--- src/rtl/mux_nch_seq.sv ---
// Registered N-channel mux with manual select and round-robin scan modes.
// Outputs are registered; f_valid qualifies f, sel_err flags an illegal manual select.
module mux_nch_seq #(
    parameter int WIDTH = 4,
    parameter int N     = 4,
    parameter int SELW  = 2,
    parameter int DWELL = 4
) (
    input  logic               clk,
    input  logic               rst,
    input  logic               en,
    input  logic               mode,
    input  logic [SELW-1:0]    sel,
    input  logic [N*WIDTH-1:0] din,
    output logic [WIDTH-1:0]   f,
    output logic               f_valid,
    output logic [SELW-1:0]    cur_sel,
    output logic               sel_err
);

    localparam int NSEL = 1 << SELW;
    localparam int CW   = (DWELL > 1) ? $clog2(DWELL) : 1;

    localparam logic [CW-1:0]   CMAX = CW'(DWELL - 1);
    localparam logic [SELW-1:0] LAST = SELW'(N - 1);
    localparam logic [SELW:0]   NL   = (SELW + 1)'(N);

    typedef enum logic [1:0] {
        IDLE = 2'd0,
        MAN  = 2'd1,
        SCAN = 2'd2
    } state_t;

    state_t          st;
    logic [WIDTH-1:0] ch [NSEL];
    logic [SELW-1:0] ptr;
    logic [CW-1:0]   cnt;
    logic            sel_ok;

    // Unpack channels; unused select codes read as zero so indexing stays in range.
    for (genvar k = 0; k < NSEL; k++) begin : g_ch
        if (k < N) begin : g_use
            assign ch[k] = din[k*WIDTH +: WIDTH];
        end else begin : g_pad
            assign ch[k] = '0;
        end
    end

    assign sel_ok = ({1'b0, sel} < NL);

    // Operating state is a pure decode of en and mode, so transitions cost no latency.
    always_comb begin
        st = IDLE;
        if (en) begin
            st = mode ? SCAN : MAN;
        end
    end

    // ptr is the channel sampled next in scan; cur_sel reports the channel now on f.
    always_ff @(posedge clk or posedge rst) begin
        if (rst) begin
            f       <= '0;
            f_valid <= 1'b0;
            cur_sel <= '0;
            sel_err <= 1'b0;
            ptr     <= '0;
            cnt     <= '0;
        end else begin
            case (st)
                MAN: begin
                    if (sel_ok) begin
                        f       <= ch[sel];
                        cur_sel <= sel;
                        ptr     <= sel;
                        cnt     <= '0;
                        f_valid <= 1'b1;
                        sel_err <= 1'b0;
                    end else begin
                        f_valid <= 1'b0;
                        sel_err <= 1'b1;
                    end
                end
                SCAN: begin
                    f       <= ch[ptr];
                    cur_sel <= ptr;
                    f_valid <= 1'b1;
                    sel_err <= 1'b0;
                    if (cnt == CMAX) begin
                        cnt <= '0;
                        ptr <= (ptr == LAST) ? '0 : ptr + 1'b1;
                    end else begin
                        cnt <= cnt + 1'b1;
                    end
                end
                default: begin
                    f_valid <= 1'b0;
                    sel_err <= 1'b0;
                end
            endcase
        end
    end

endmodule
--- config.mk ---
export PLATFORM = sky130hd
export DESIGN_NAME = mux_nch_seq
export DESIGN_NICKNAME = d
export VERILOG_FILES = /design/src/rtl/mux_nch_seq.sv
export SDC_FILE = /design/constraint.sdc
export NUM_CORES = 1
export LEC_CHECK = 0
export ABC_CLOCK_PERIOD_IN_PS = 4150
export BUFFER_PORTS_ARGS = -buffer_cell sky130_fd_sc_hd__buf_2
export CELL_PAD_IN_SITES_DETAIL_PLACEMENT = 0
export CELL_PAD_IN_SITES_GLOBAL_PLACEMENT = 2
export CORE_ASPECT_RATIO = 0.7
export CORE_MARGIN = 10
export CORE_UTILIZATION = 31
export DETAILED_ROUTE_END_ITERATION = 7
export GPL_TIMING_DRIVEN = 0
export PLACE_DENSITY = 0.83
export SYNTH_ARGS = -nofsm -noshare
export SYNTH_HDL_FRONTEND = slang
export SYNTH_SLANG_ARGS = --single-unit
--- constraint.sdc ---
create_clock -name clk -period 4.15 [get_ports clk]
set_clock_uncertainty 0.15 [all_clocks]
set_input_delay 1.0375 -clock clk [delete_from_list [all_inputs] [get_ports clk]]
set_output_delay 1.0375 -clock clk [all_outputs]
set_load 0.02 [all_outputs]
==> reports/metrics.yaml, run 1 <==
rows: 14
antenna_found_initial: 0
cts_tree: "done"
finalHoldViolCount: 0
switching_share_pct: 31.5
cp.required_ns: 2.96
cts-root-buf: "clkbuf_4"
drive_above_1_share_pct: 36.5
routed-via-count: 621
setup_viol: 0
hp-class: "register to register"
fin_crit_ns: 2.00
crit_slowest_cell: "dfrtp_1"
cts_num_sinks: 11
grt-ovfl-total: 0
switchingPower_mw: 0.0958
diodes: 0
fp.dieH_um: 61.4
status: "finished clean"
dpl.hpwl_um: 1530
synth_nets: 90
path_max_fanout: 2
synth_largest_area_cell: "dfrtp_1"
ys_ff_latch: 11
io_pins: 30
grt_pass1_vias: 605
seqPwrFrac_pct: 43.5
ant_nets: 0
powerDensity_mw_per_mm2: 318
clockBufferDepth: 2
nFillCells: 232
fin_ws_ns: 2.15
cts_resized: 0
syn-mean-instance-area_um2: 11.5
dr.pass1.iters: 3
drv_slew: 0
synth_top_area_share_pct: 36.2
place_area_um2: 931
clkTransAtPathRegs_ns: 0.07
fp.coreArea_mm2: 0.00224
routed_wl_um: 1930
rsz0062_at_grt: "false"
dp_slack_ns: 1.99
cp_num_buf_inv: 1
syn_inst: 66
ys_types: 22
whs_ns: 0.340
synthToLayoutAreaGrowth_pct: 25.8
dieArea_mm2: 0.00487
finalCritPeriodShare_pct: 48.3
vdd_drop_max_v: 0.0000959
grtUsageTotal_pct: 8.23
drt_iter0_drc: 27
cts_setup_buffers: 0
maxCapViolations: 0
yosysMostFrequentCell: "dfrtp_1"
timing_worst_setup_path_type: "register to output port"
synth.top_cells.by_area: "dfrtp_1, mux4_1, nand2_1, mux2i_1, a31oi_1"
finalPower_mw: 0.304
ys.flop_type: "dfrtp_1"
critPathMaxStageDelay_ns: 0.39
worstPathArrival_ns: 0.82
viasPerCell: 4.85
grt_pass1_wl_um: 3060
hold_buffers: 0
fin_setup_tns_ns: 0
ys_async_sr_fraction_pct: 100
io_buffers: 26
synth_edf_count: 0
place.gp.congestion: 0.787
p_leak_nw: 0.470
pwr-share-comb_pct: 32.2
synth-seq-area-share_pct: 36.2
nets: 121
p_int_mw: 0.209
grt_max_degree: 12
initial_core_util_pct: 33.9
h-tree-depth: 1
drc: 0
path_cells: "buf_2"
post_drt_wl_per_cell_um: 15.1
fmax_ghz: 0.499
clock_power_share_pct: 24.2
ys_top_cells_by_count: "dfrtp_1, nand2_1, mux4_1"
netlist_area_um2: 761
cts_buffers: 3
fp.dieW_um: 79.2
critical_path.top_delay_family: "flip-flops"
crit_path_end_kind: "output port"
worstSkewPairLatency_ns: 0.27
worstSetupStartpointType: "register"
design_area_um2: 957
ys_warn_count: 0
-- cells in the final DEF, fill, tap and decap left out, drive strengths merged --
cell type / instances
buf: 32
dfrtp: 11
nand2: 9
mux4: 8
nor2: 6
inv: 5
clkbuf: 5
a31oi: 4
mux2i: 3
o21ai: 2
a21oi: 2
ha: 2
a22o: 2
nand3: 1
o32ai: 1
nand3b: 1
o2bb2ai: 1
conb: 1
-- final cells by class --
type / count / area (µm²) / area share [%]
Timing Repair Buffer: 26 / 130 / 13.6
Inverter: 5 / 18.8 / 1.96
Tap cell: 32 / 40.0 / 4.18
Clock buffer: 4 / 26.3 / 2.75
Multi-Input combinational cell: 43 / 419 / 43.8
Buffer: 7 / 47.5 / 4.97
Sequential cell: 11 / 275 / 28.8
-- path summary, 6_finish.rpt --
path | from | to | slack [ns] | depth (start not counted)
setup / recovery | f[1] | f[1] | 2.15 | 1
hold / removal | cnt[0] | cnt[0] | 0.34 | 1
setup reg to reg | ptr[0] | f[0] | 2.63 | 4
hold reg to reg | cnt[0] | cnt[0] | 0.34 | 1
max in group asynchronous | rst | f[2] | 2.95 | 2
min in group asynchronous | rst | cnt[0] | 0.60 | 2
-- layer usage --
| metal | global-route usage [%] | vias to the layer above | wire length [µm] |
|---|---|---|---|
| li1 | - | 304 | - |
| met1 | 9.49 | 292 | 837 |
| met2 | 13.8 | 23 | 918 |
| met3 | 3.63 | 2 | 150 |
| met4 | 2.29 | 0 | 27 |
| met5 | 0 | - | 0 |
-- through the flow --
step,util [%],cells
after floorplan,-,66
after global placement,41.5,124
after detailed placement,41.5,124
after CTS,42.7,128
after global routing,42.7,128
final,42.7,128
-- kinds of logic (layout without fill, tap and decap cells) --
kind of cell             after synthesis  count (layout)  share of synthesized area (%)
adder cells (fa/ha/maj)                2               2                           3.29
other                                  1               1                          0.493
flip-flops                            11              11                           36.2
AND/OR/NAND/NOR                       17              17                           9.05
AO/OA/AOI/OAI                         12              12                           10.7
multiplexers                          11              11                           31.6
buffers and inverters                 12              42                           8.72
-- power groups by stage --
stage | Combinational, mW | Clock, mW | Sequential (mW)
5_1_grt | 0.109 | 0.0829 | 0.134
6_report | 0.0981 | 0.0737 | 0.133
4_1_cts | 0.0998 | 0.0765 | 0.132
3_5_place_dp | 0.0997 | 0 | 0.134
3_3_place_gp | 0.0977 | 0 | 0.135
2_1_floorplan | 0.0574 | 0 | 0.144
-- sequential cells by signal (all words and copies together), names as in the netlist --
register / count
cur_sel: 2
f: 4
cnt: 2
ptr: 2
f_valid: 1
Power figures use the tool's default switching activity.
==> run 2: changes to the inputs <==
==> config.mk (replaced) <==
export PLATFORM = sky130hd
export DESIGN_NAME = mux_nch_seq
export DESIGN_NICKNAME = d
export VERILOG_FILES = /design/src/rtl/mux_nch_seq.sv
export SDC_FILE = /design/constraint.sdc
export NUM_CORES = 1
export LEC_CHECK = 0
export ABC_CLOCK_PERIOD_IN_PS = 2060
export BUFFER_PORTS_ARGS = -buffer_cell sky130_fd_sc_hd__buf_2
export CELL_PAD_IN_SITES_DETAIL_PLACEMENT = 0
export CELL_PAD_IN_SITES_GLOBAL_PLACEMENT = 2
export CORE_ASPECT_RATIO = 0.7
export CORE_MARGIN = 10
export CORE_UTILIZATION = 28
export DETAILED_ROUTE_END_ITERATION = 7
export GPL_TIMING_DRIVEN = 0
export PLACE_DENSITY = 0.76
export SYNTH_ARGS = -nofsm -noshare
export SYNTH_HDL_FRONTEND = slang
export SYNTH_SLANG_ARGS = --single-unit
==> constraint.sdc (replaced) <==
create_clock -name clk -period 2.06 [get_ports clk]
set_clock_uncertainty 0.15 [all_clocks]
set_input_delay 0.515 -clock clk [delete_from_list [all_inputs] [get_ports clk]]
set_output_delay 0.515 -clock clk [all_outputs]
set_load 0.02 [all_outputs]
==> reports/metrics.yaml, run 2 (synthesis results as in run 1) <==
status: "finished clean"
nFillCells: 265
powerDensity_mw_per_mm2: 699
worstSkewPairLatency_ns: 0.24
worstSetupStartpointType: "register"
maxCapViolations: 0
fp.dieH_um: 63.6
largest_register: "f"
routed_wl_um: 1990
grt-ovfl-total: 0
grt_busiest_layer: "met2"
synthToLayoutAreaGrowth_pct: 28.6
largest_reg_flops: 4
h-tree-depth: 1
grt_max_degree: 12
layout_common_cells: "buf_2, dfrtp_1, nand2_1"
routed-via-count: 629
fp.coreArea_mm2: 0.00253
cts-root-buf: "clkbuf_8"
reg2reg_slack_ns: 0.55
reg2reg_from: "ptr[0]"
worstPathArrival_ns: 1.45
drt_iter0_drc: 37
hp-class: "primary input to async pin"
diodes: 0
clockBufferDepth: 2
met1_usage_pct: 8.79
clkTransAtPathRegs_ns: 0.05
fin_setup_tns_ns: 0
critical_path.top_delay_family: "multiplexers"
io_pins: 30
crit_slowest_cell: "mux4_1"
rsz0062_at_grt: "false"
met2_usage_pct: 12.0
cts_resized: 0
cp_num_buf_inv: 1
fp.dieW_um: 82.3
drive_above_1_share_pct: 36.5
cts_buffers: 3
vdd_drop_max_v: 0.000190
critPathMaxStageDelay_ns: 0.56
finalCritPeriodShare_pct: 73.1
use_met3_pct: 3.40
hold_buffers: 0
crit_path_end_kind: "register"
regToRegEndpoint: "f[0]"
ff2ff_path_depth: 4
place.gp.congestion: 0.741
post_drt_wl_per_cell_um: 15.3
viasPerCell: 4.84
cp.required_ns: 2.01
final_util_pct: 38.6
drc: 0
setup_viol: 0
io_buffers: 26
path_max_fanout: 7
rows: 15
cts_num_sinks: 11
dr.pass1.iters: 4
cts_setup_buffers: 0
fmax_ghz: 0.664
path_cells: "buf_6 > mux4_1 > nand2_1 > a31oi_1"
dpl.hpwl_um: 1560
nets: 121
grt_pass1_vias: 676
cts_tree: "done"
antenna_found_initial: 0
fin_ws_ns: 0.555
dieArea_mm2: 0.00524
finalPower_mw: 0.684
grt_pass1_wl_um: 3110
ant_nets: 0
p_leak_nw: 0.478
fin_crit_ns: 1.51
initial_core_util_pct: 30.0
grtUsageTotal_pct: 7.68
finalHoldViolCount: 0
multi_input_area_um2: 419
dp_slack_ns: 0.424
final_common_cell: "buf_2"
drv_slew: 0
seq_area_um2: 275
timing_worst_setup_path_type: "register to register"
-- run 2: how the worst max path moves through the flow --
| stage | startpoint | endpoint | slack (ns) | cells after the start |
|---|---|---|---|---|
| floorplan | sel[0] | f[0] | 0.49 | 4 |
| global placement | sel[0] | f[3] | 0.43 | 4 |
| detailed placement | sel[0] | f[2] | 0.42 | 4 |
| CTS | ptr[0] | f[0] | 0.55 | 4 |
| global route | ptr[0] | f[3] | 0.49 | 4 |
| finish | ptr[0] | f[0] | 0.55 | 4 |
-- run 2: report_power, final --
part	switching (mW)	internal (mW)	total (mW)	leakage (nW)
logic	0.0979	0.0997	0.198	0.325
clock network	0.0832	0.136	0.219	0.0228
registers	0.0213	0.246	0.267	0.130
total	0.202	0.482	0.684	0.478
-- run 2: cell type report --
cell class | count | area share [%]
Buffer | 7 | 4.86
Clock buffer | 4 | 4.60
Inverter | 5 | 1.92
Multi-Input combinational cell | 43 | 42.8
Sequential cell | 11 | 28.1
Tap cell | 34 | 4.35
Timing Repair Buffer | 26 | 13.3
-- run 2: metal layers --
layer	up-vias	part of all wire (%)
li1	306	-
met1	292	44
met2	27	45
met3	4	8.8
met4	0	1.8
met5	-	0
-- run 2: per-stage QoR --
stage,std cells,hold WS [ns],area (µm²)
2_1_floorplan,66,0.217,761
3_3_place_gp,126,0.325,933
3_5_place_dp,126,0.331,933
4_1_cts,130,0.133,978
5_1_grt,130,0.156,978
6_report,130,0.120,978
